<file path="src/rtl/uart_pkg.sv">
// Shared UART definitions: parity modes, transmitter state encoding and the
// parity helper reused by the tx block and its future rx counterpart.
package uart_pkg;

  localparam int unsigned PAR_NONE       = 0;
  localparam int unsigned PAR_EVEN       = 1;
  localparam int unsigned PAR_ODD        = 2;
  localparam int unsigned MAX_DATA_WIDTH = 9;

  typedef enum logic [2:0] {
    S_IDLE,
    S_START,
    S_DATA,
    S_PAR,
    S_STOP
  } tx_state_t;

  // XOR of the low 'width' bits; inverted for odd parity.
  function automatic logic calc_parity(input logic [MAX_DATA_WIDTH-1:0] data,
                                       input int unsigned width,
                                       input int unsigned mode);
    logic p;
    p = 1'b0;
    for (int unsigned i = 0; i < MAX_DATA_WIDTH; i++) begin
      if (i < width) p = p ^ data[i];
    end
    return (mode == PAR_ODD) ? ~p : p;
  endfunction

endpackage

</file>
<file path="src/rtl/uart_tx_gen_baud.sv">
// baud_tick_gen: down-counter producing a one-cycle tick every CLKS_PER_BIT
// cycles; restart holds it at the reload value so the first tick lands one full bit later.
module baud_tick_gen #(
  parameter int unsigned CLKS_PER_BIT = 16
) (
  input  logic CLK,
  input  logic RST,
  input  logic restart,
  output logic tick_c
);

  localparam int unsigned CNT_W = $clog2(CLKS_PER_BIT);
  localparam logic [CNT_W-1:0] RELOAD = CNT_W'(CLKS_PER_BIT - 1);

  logic [CNT_W-1:0] cnt_q;

  assign tick_c = !restart && (cnt_q == '0);

  always_ff @(posedge CLK or posedge RST) begin
    if (RST) begin
      cnt_q <= '0;
    end else if (restart || (cnt_q == '0)) begin
      cnt_q <= RELOAD;
    end else begin
      cnt_q <= cnt_q - CNT_W'(1);
    end
  end

endmodule

</file>
<file path="src/rtl/uart_tx_gen.sv">
// Parametrised UART transmitter: start, DATA_WIDTH data bits LSB first, optional
// parity, 1-2 stop bits. Define UART_TX_BREAK_EN to add the BREAK input.
module uart_tx_gen #(
  parameter int unsigned DATA_WIDTH   = 8,
  parameter int unsigned CLKS_PER_BIT = 16,
  parameter int unsigned PARITY       = 0,
  parameter int unsigned STOP_BITS    = 1
) (
  input  logic                  CLK,
  input  logic                  RST,
  input  logic [DATA_WIDTH-1:0] DATA,
  input  logic                  NEW_DATA,
`ifdef UART_TX_BREAK_EN
  input  logic                  BREAK,
`endif
  output logic                  STROBE,
  output logic                  BUSY,
  output logic                  TX
);

  import uart_pkg::*;

  localparam int unsigned BIT_CNT_W = $clog2(DATA_WIDTH + 1);
  localparam logic [BIT_CNT_W-1:0] LAST_DATA = BIT_CNT_W'(DATA_WIDTH - 1);
  localparam logic [BIT_CNT_W-1:0] LAST_STOP = BIT_CNT_W'(STOP_BITS - 1);

  tx_state_t             state_q, state_nxt;
  logic [DATA_WIDTH-1:0] shift_q, shift_nxt;
  logic [BIT_CNT_W-1:0]  bit_cnt_q, bit_cnt_nxt;
  logic                  par_q;
  logic                  armed_q, armed_nxt;
  logic                  brk_q, brk_nxt;
  logic                  accept_c, mark_c, tick_c, restart_c, break_req_c;
  logic                  tx_nxt, busy_nxt;

`ifdef UART_TX_BREAK_EN
  assign break_req_c = BREAK;
`else
  assign break_req_c = 1'b0;
`endif

  // Baud counter sits at reload while idle, so every bit starts a fresh count.
  assign restart_c = (state_q == S_IDLE);

  baud_tick_gen #(.CLKS_PER_BIT(CLKS_PER_BIT)) u_baud (
    .CLK    (CLK),
    .RST    (RST),
    .restart(restart_c),
    .tick_c (tick_c)
  );

  // Next state and datapath
  always_comb begin
    state_nxt   = state_q;
    accept_c    = 1'b0;
    mark_c      = 1'b0;
    shift_nxt   = shift_q;
    bit_cnt_nxt = bit_cnt_q;
    brk_nxt     = (state_q == S_IDLE) && break_req_c;

    case (state_q)
      S_IDLE: begin
        if (!break_req_c) begin
          if (brk_q) begin
            state_nxt = S_STOP;
            mark_c    = 1'b1;
          end else if (NEW_DATA && armed_q) begin
            state_nxt = S_START;
            accept_c  = 1'b1;
          end
        end
      end
      S_START: if (tick_c) state_nxt = S_DATA;
      S_DATA: begin
        if (tick_c && (bit_cnt_q == LAST_DATA)) begin
          state_nxt = (PARITY != PAR_NONE) ? S_PAR : S_STOP;
        end
      end
      S_PAR:  if (tick_c) state_nxt = S_STOP;
      S_STOP: if (tick_c && (bit_cnt_q == LAST_STOP)) state_nxt = S_IDLE;
      default: state_nxt = S_IDLE;
    endcase

    if (accept_c) begin
      shift_nxt = DATA;
    end else if ((state_q == S_DATA) && tick_c) begin
      shift_nxt = shift_q >> 1;
    end

    // Post-break mark reuses STOP, preloaded so it lasts exactly one bit.
    if (mark_c) begin
      bit_cnt_nxt = LAST_STOP;
    end else if (tick_c) begin
      bit_cnt_nxt = (state_nxt != state_q) ? '0 : bit_cnt_q + BIT_CNT_W'(1);
    end

    armed_nxt = !NEW_DATA ? 1'b1 : (accept_c ? 1'b0 : armed_q);
  end

  // Output values for the cycle after this edge
  always_comb begin
    tx_nxt = 1'b1;
    case (state_nxt)
      S_START: tx_nxt = 1'b0;
      S_DATA:  tx_nxt = shift_nxt[0];
      S_PAR:   tx_nxt = par_q;
      default: tx_nxt = 1'b1;
    endcase
    if (brk_nxt) tx_nxt = 1'b0;
    busy_nxt = (state_nxt != S_IDLE) || brk_nxt;
  end

  always_ff @(posedge CLK or posedge RST) begin
    if (RST) begin
      state_q   <= S_IDLE;
      shift_q   <= '0;
      bit_cnt_q <= '0;
      par_q     <= 1'b0;
      armed_q   <= 1'b1;
      brk_q     <= 1'b0;
      TX        <= 1'b1;
      BUSY      <= 1'b0;
      STROBE    <= 1'b0;
    end else begin
      state_q   <= state_nxt;
      shift_q   <= shift_nxt;
      bit_cnt_q <= bit_cnt_nxt;
      armed_q   <= armed_nxt;
      brk_q     <= brk_nxt;
      if (accept_c) par_q <= calc_parity(MAX_DATA_WIDTH'(DATA), DATA_WIDTH, PARITY);
      TX        <= tx_nxt;
      BUSY      <= busy_nxt;
      STROBE    <= accept_c;
    end
  end

endmodule

</file>
<file path="config.mk">
export PLATFORM = sky130hd
export DESIGN_NAME = uart_tx_gen
export DESIGN_NICKNAME = d
export VERILOG_FILES = /design/src/rtl/uart_pkg.sv /design/src/rtl/uart_tx_gen_baud.sv /design/src/rtl/uart_tx_gen.sv
export SDC_FILE = /design/constraint.sdc
export NUM_CORES = 1
export LEC_CHECK = 0
export CAP_MARGIN = 20
export CORE_UTILIZATION = 43
export CTS_BUF_LIST = sky130_fd_sc_hd__clkbuf_2 sky130_fd_sc_hd__clkbuf_4 sky130_fd_sc_hd__clkbuf_8
export DETAILED_ROUTE_END_ITERATION = 16
export PLACE_DENSITY = 0.64
export SYNTH_ARGS = -nofsm -noshare
export SYNTH_HDL_FRONTEND = slang
export SYNTH_SLANG_ARGS = --single-unit
</file>
<file path="constraint.sdc">
create_clock -name CLK -period 3.8 [get_ports CLK]
set_clock_uncertainty 0.15 [all_clocks]
set_input_delay 1.14 -clock CLK [delete_from_list [all_inputs] [get_ports CLK]]
set_output_delay 1.14 -clock CLK [all_outputs]
set_load 0.03 [all_outputs]
</file>
==> summary.md, run 1 <==
The portion of synthesized area spent on multiplexers is 4.67%. Once the clock tree was built, the setup fixing pass inserted 0 buffers. Largest family of logic cells by synthesized area: simple AND/OR/NAND/NOR gates. The async set-or-reset flop fraction in the synthesized netlist came out at 100%. The starting density of the core is 45.9%, and the number of storage elements in the synthesis netlist is 24. For this block, the via count after detailed routing is 925. Weighted congestion reported at the end of routability-driven placement: 0.750. The die is 56.7 um tall.

The run finished, with violations left. During I/O placement, the number of pins put on the boundary was 14. The clock sink total is 24. Number of buffers created by CTS: 3. For the number of H-tree levels, the log shows 1.

The worst-path cell with the longest stage delay was clkdlybuf4s50_1. After floorplanning, the core was sized to cover 2810 um2. Of all cell types, the one taking the most synthesized area is dfrtp_1. 0 antenna diodes ended up in the layout.

The detail route stage leaves a number of antenna-violating nets equal to 0. In this run the deepest clock path goes through 2 buffers. The headroom to the max-slew limit came out at 40.5%. For this run, the detailed router's first-pass iteration total came to 11. The run gives 2.07% as the met3 usage in global routing.

The synthesized-area fraction occupied by xor and xnor cells was 6.13%. The tools report the root buffer cell as clkbuf_4. The origin of the worst setup path is TX. At the pin with the least slew margin, the transition time is 0.891 ns. The count of routing violations after the opening detailed-route iteration was 12; the number of placement rows was 19. The path type of the worst min-delay path is reg2reg. For the post-cts repair resize count, the log shows 0.

IR analysis of the VDD net gives a maximum drop of 0.154 mV. Each instance of the synthesized netlist takes up on average 10.1 um2. Of the cells placed in the final design, the portion with a size suffix greater than 1 is 10.6%. The final number of setup-violating endpoints is 0, and the synthesis warning total is 0.

The die outline width is 56.7 um. Of the synthesized area, sequential elements account for 46.9%. Maximum net fanout on the critical path: 1.

Kind of start point of the critical path: a flop. The number of global-route vias before repair came out at 923. Data arrives at the worst endpoint at 1.50 ns. The tools report the worst-skew pair later-pin latency as 0.31 ns. Among cell families on the critical path, the largest total delay comes from buffers and inverters. The wire length of the first global-routing pass is 4060 um. Highest clock rate: 0.358 GHz. The worst setup path is of the reg2out kind. The cell count after synthesis came out at 127. For this design the ratio of total power to cell area is 318 nW/um2.

The run gives 22.2% as the global routing usage on met1. Startpoint of the worst register-to-register path: u_baud.cnt_q[0]. The HPWL after detailed placement is 1670 um. After global routing the overflow that remains totals 0. The tools report the worst min-delay path startpoint as u_baud.cnt_q[0]. The element type at the critical path end was an output pin.

After synthesis, the largest area contributor takes up 42.8% of total cell area. In this run the tool buffered the top-level ports with 13 buffer cells. The net count after synthesis is 142. Setup repair after global routing left no endpoint under its margin.

Leaving out filler cells and counting taps, the final layout contains 172. The number of hold buffers added after CTS was 0; the largest net degree at the start of global routing was 25. The final period utilization is 73.5%, and the layout net count is 157.

The number of filler cells placed in the layout was 262; the remaining routing DRC violations was 2. The die covers 3210 um2. Synthesis instantiated 43 different standard cells from the library. Across the run, the number of max-cap violations was 0. Summing the areas of all compound-gate instances in the mapped netlist gives 13.1% of the synthesized area.

STA puts the critical path data required time at 2.51 ns. The total standard cell area after synthesis is 1290 um2, and the number of cells after detailed placement is 168. The critical path buffer and inverter count was 1.

The clock period could shrink to 2.79 ns. The total count of hold-check failures in the final report was 0; the simple-gate area share of the yosys netlist was 20.2%. The layout overhead on the synthesized area was 15.1%; the ratio of routed vias to standard cells was 5.38. The area of combinational cells with multiple inputs is 618 um2. The initial antenna violation count was 0; the number of flops mapped to enable cells by yosys was 0. Walking the worst path, the cells encountered are clkdlybuf4s50_1.

Among all flip-flop cells after synthesis, the most frequent one is dfrtp_1. The tools report the number of pins with negative max-slew slack in the final report as 0. The average wire per standard cell is 13.1 um. For the aggregate global-route resource usage, the log shows 16.3%. met2 is the most crowded layer. In the final timing run, aggregate negative setup slack is 0 ns.

Sorting the synthesized cells by area gives the leading types as dfrtp_1 43%, nand2_1 6.4%, xnor2_1 6.1%. The run gives 0.651 nW as the leakage power total. The arithmetic-cell share of the synthesized area counting full adders, half adders and majority gates is 3.89%.

The final reports fail on design-rule violations. The run gives 603 um2 as the total area of sequential cells. The clock input transition at the sequential cells of the worst setup and hold paths works out to 0.13 ns.

The maximum single-stage delay on the critical path came out at 0.65 ns. Summed over all layers, the routed wires come to 2260 um. TritonCTS built the clock tree. The met2 track demand over resource in global routing came out at 26.2%.
Yosys cell counts, types with 2 or more instances:
cell	count
o21ai_0	3
dfstp_2	2
mux2i_1	6
nor2_1	4
or3_1	2
o211ai_1	2
nand3_2	2
dfrtp_1	22
a31oi_1	2
buf_6	2
o21ai_1	6
nand3_1	2
inv_1	8
nand2_1	22
a21oi_1	3
xnor2_1	9
ha_1	4
layer usage:
layer  part of all wire (%)  wire length, um  vias up
li1                       -                -      467
met1                     50             1140      444
met2                     47             1060       12
met3                    2.2               49        2
met4                   0.58               13        0
met5                      0                0        -
stage by stage:
step	setup slack (ns)	util [%]	area [um2]	total power, mW	hold slack (ns)
after CTS	0.989	52.8	1480	0.478	0.321
after global placement	1.24	50.9	1430	0.292	0.303
final	1.01	52.8	1480	0.471	0.314
after floorplan	1.81	-	1290	0.277	0.279
after detailed placement	1.24	50.9	1430	0.292	0.302
after global routing	0.952	52.8	1480	0.490	0.359
layout make-up:
| type | count | area share (%) |
|---|---|---|
| sequential | 24 | 40.7 |
| clock buffer | 3 | 1.52 |
| tap | 31 | 2.62 |
| multi-input combinational | 90 | 41.8 |
| inverter | 10 | 2.54 |
| clock inverter | 1 | 2.03 |
| timing repair buffer | 13 | 8.79 |
placed cells by master (no fill, tap or decap), types with 2 or more instances in the layout:
cell,Yosys,layout
a21oi_1,3,3
a31oi_1,2,2
clkbuf_4,0,3
clkdlybuf4s50_1,0,13
dfrtp_1,22,22
dfstp_2,2,2
ha_1,4,4
inv_1,8,8
mux2i_1,6,6
nand2_1,22,22
nand3_1,2,2
nand3_2,2,2
nor2_1,4,4
o211ai_1,2,2
o21ai_0,3,3
o21ai_1,6,6
or3_1,2,2
xnor2_1,9,9
report_power, final:
| group | internal (mW) | switching (mW) |
|---|---|---|
| sequential | 0.256 | 0 |
| clock | 0.107 | 0.0777 |
| combinational | 0.0174 | 0.0135 |
final timing paths:
kind,end,slack [ns],cells past startpoint
worst max register to register,BUSY,1.53,6
max in group asynchronous,bit_cnt_q[0],1.81,2
worst max-delay path,TX,1.01,1
worst min-delay path,u_baud.cnt_q[0],0.31,1
min in group asynchronous,shift_q[2],1.15,2
worst min register to register,u_baud.cnt_q[0],0.31,1
cells by family after synthesis:
kind of cell	after synthesis
AOI/OAI and AO/OA	25
DFF	24
adders and majority gates	4
muxes	6
buffers and inverters	13
xor gates and xnor gates	9
and+or+nand+nor	46
state kept, by name, indices dropped and copies added, names as in the netlist:
| register | cells |
|---|---|
| BUSY | 1 |
| STROBE | 1 |
| TX | 1 |
| armed_q | 1 |
| bit_cnt_q | 4 |
| par_q | 1 |
| shift_q | 8 |
| state_q | 3 |
| u_baud.cnt_q | 4 |
Note: power is estimated with default switching activity, not from simulation.
==> run 2: changes to the inputs <==
- PLACE_DENSITY: 0.64 -> 0.66
- clock period: 3.8 -> 2.5 ns (I/O delays scaled with it)
==> summary.md, run 2 (synthesis gave the netlist of run 1 again) <==
The tools report the number of hold buffers added after CTS as 0 (unchanged). The shortest clock period the worst path allows after layout is 2.41 ns, and the final routed wirelength across all metal layers is 2300 um (+1.8%). Leaving out fill and tap cells, the most frequent cells in the layout are 22 x dfrtp_1, 22 x nand2_1, 13 x clkdlybuf4s50_1. The register with the most flip-flops in the final layout is shift_q.

The wire length of the first global-routing pass was 4110 um (+1.2%); the flip-flop count of the largest register after layout was 8 (unchanged). The clock sink total is 24 (unchanged), and the maximum net fanout on the critical path is 1 (unchanged). The total count of hold-check failures in the final report is 0 (unchanged).

The layout net count is 159 (+1.3%), and the leakage power total is 0.654 nW (+0.51%). The ratio of routed vias to standard cells came out at 5.33 (-0.94%). TritonCTS built the clock tree. The maximum single-stage delay on the critical path is 0.66 ns (about the same), and the antenna diode instance count is 0 (unchanged). The final period utilization is 96.3%. The largest registers in the layout are shift_q (8), bit_cnt_q (4), u_baud.cnt_q (4). Setup repair after global routing left no endpoint under its margin. The largest net degree at the start of global routing came out at 25 (unchanged). The run gives 3 (unchanged) as the number of buffers created by CTS. The number of port buffers is 13 (unchanged). The post-route worst setup slack is 0.0931 ns (-0.915 ns).

The setup total negative slack was 0 ns (unchanged); the switching portion of total power was 21.3% (+2.0 points). The number of cells after detailed placement came out at 170 (+1.2%). For the full die area, the log shows 3210 um2 (unchanged).

The net switching power was 0.137 mW (+50%); the number of pins with negative max-slew slack in the final report was 0 (unchanged). The detailed placer's ending HPWL is 1710 um (+2.4%). The post-placement cell area was 1440 um2 (+1.1%); the count of routing violations after the opening detailed-route iteration was 11 (-1).

Walking the worst path, the cells encountered are clkdlybuf4s50_1. The starting density of the core was 45.9% (unchanged). The measured slew at the worst slew-check pin came out at 0.369 ns (-0.522 ns). The tools report the proportion of power drawn by combinational gates as 7.5% (+0.9 points). The tools report the final instance area as 1480 um2 (about the same). For the count of vias placed by the detailed router, the log shows 927 (+0.22%).

The die span in y was 56.7 um (unchanged); the layout overhead on the synthesized area was 15.0% (about the same). The tree is rooted in a clkbuf_4. The critical path buffer and inverter count came out at 1 (unchanged). The clock input transition at the sequential cells of the worst setup and hold paths was 0.13 ns (about the same).

The final reports fail on design-rule violations. For the antenna violation net count after detailed routing, the log shows 0 (unchanged). The element type at the critical path end was an output pin. The clock network power share is 32.0% (-7.1 points), and the weighted congestion reported at the end of routability-driven placement is 0.750 (about the same). The tools report the startpoint of the worst register-to-register path as u_baud.cnt_q[0]. The worst-skew pair later-pin latency came out at 0.31 ns (about the same).

The tools report the final number of setup-violating endpoints as 0 (unchanged). The power density over the cells was 434 nW/um2 (+36%). The run gives 60.5% (+6.2 points) as the sequential power share. The tools report the worst endpoint data arrival time as 1.51 ns (about the same). The number of global-route vias before repair was 974 (+5.5%); the minimum setup slack among reg-to-reg paths was 0.55 ns (-0.98 ns). The worst slack at placement is 0.323 ns (-0.919 ns). The kind of start point of the critical path is a flop. The average wire per standard cell works out to 13.2 um (+0.60%).

The classification of the worst setup path was reg2out. The core area came out at 2810 um2 (unchanged). The run gives 19 (unchanged) as the number of placement rows. The run gives 262 (unchanged) as the number of filler cells placed in the layout. For the filler-free cell count of the finished design, the log shows 174 (+1.2%). The final global-route overflow total was 0 (unchanged). The end-of-flow core utilization was 52.7% (about the same); the worst vdd rail ir drop was 0.286 mV (+86%). The logic depth of the worst setup path including buffers came out at 1 (unchanged). Reported max-cap violation count: 0 (unchanged). The run gives 2 (unchanged) as the buffer depth of the longest clock path. In this design, the largest share of critical-path delay is due to buffers and inverters. The depth of the worst register-to-register path was 7 (+1); the post-cts repair resize count was 0 (unchanged).

Static timing analysis puts the maximum clock frequency at 0.415 GHz. The tools report the capture point of the worst reg-to-reg path as BUSY. The tools report the I/O pin count as 14 (unchanged). The initial antenna violation count was 0 (unchanged).

The headroom to the max-slew limit is 75.3% (+35 points). Capturing instance or port of the critical path: TX. The run finished, with violations left. The post-CTS setup buffer count is 0 (unchanged). The number of H-tree levels is 1 (unchanged), and the fraction of layout instances using a drive strength above 1 is 11.9% (+1.2 points). The tools report the remaining routing DRC violations as 2 (unchanged). The most critical setup path has its startpoint at TX. The tools report the required time of the critical path as 1.60 ns (-0.91 ns). The die outline width works out to 56.7 um (unchanged). The aggregate global-route resource usage is 16.6% (+0.27 points). The path class of the tightest hold or removal check is reg2reg.

The tools report the internal power contribution as 0.505 mW (+33%). The worst-path cell with the longest stage delay was clkdlybuf4s50_1. The length of the first detailed-routing pass in iterations is 10 (-1).
-- run 2: changes by cell type in the layout (fill, tap and decap cells not counted), sizes merged --
| cell | delta |
|---|---|
| buf | +2 |
| clkbuf | +1 |
| bufinv | -1 |
-- run 2: power groups by stage --
stage | sequential, mW | combinational (mW) | clock, mW
CTS | 0.388 | 0.0490 | 0.214
global route | 0.389 | 0.0536 | 0.234
global placement | 0.396 | 0.0488 | 0
finish | 0.388 | 0.0481 | 0.205
detailed placement | 0.396 | 0.0489 | 0
floorplan | 0.396 | 0.0247 | 0
-- run 2: metal layers --
layer	track usage, %	share of wire [%]	vias up
met1	21.4	48	437
met3	2.07	2.3	5
met4	6.43	1.7	0
met2	28.1	48	12
met5	0	0	-
li1	-	-	473
-- run 2: final cells by class --
type / count / area [um2] / share of cell area [%]
Sequential cell: 24 / 603 / 40.8
Inverter: 10 / 37.5 / 2.54
Tap cell: 31 / 38.8 / 2.62
Timing Repair Buffer: 15 / 145 / 9.81
Clock buffer: 4 / 36.3 / 2.45
Multi-Input combinational cell: 90 / 618 / 41.8
-- run 2: how the worst min path moves through the flow --
stage | start | endpoint | slack, ns | cells after the start
2_1_floorplan | u_baud.cnt_q[0] | u_baud.cnt_q[0] | 0.28 | 1
3_3_place_gp | u_baud.cnt_q[0] | u_baud.cnt_q[0] | 0.30 | 1
3_5_place_dp | u_baud.cnt_q[0] | u_baud.cnt_q[0] | 0.30 | 1
4_1_cts | u_baud.cnt_q[0] | u_baud.cnt_q[0] | 0.32 | 1
5_1_grt | u_baud.cnt_q[0] | u_baud.cnt_q[0] | 0.35 | 1
6_report | u_baud.cnt_q[0] | u_baud.cnt_q[0] | 0.32 | 1
-- run 2: per-stage QoR --
step	power (mW)	hold slack (ns)
detailed placement	0.444	0.298
finish	0.642	0.316
floorplan	0.420	0.279
global route	0.676	0.351
global placement	0.444	0.305
CTS	0.651	0.316
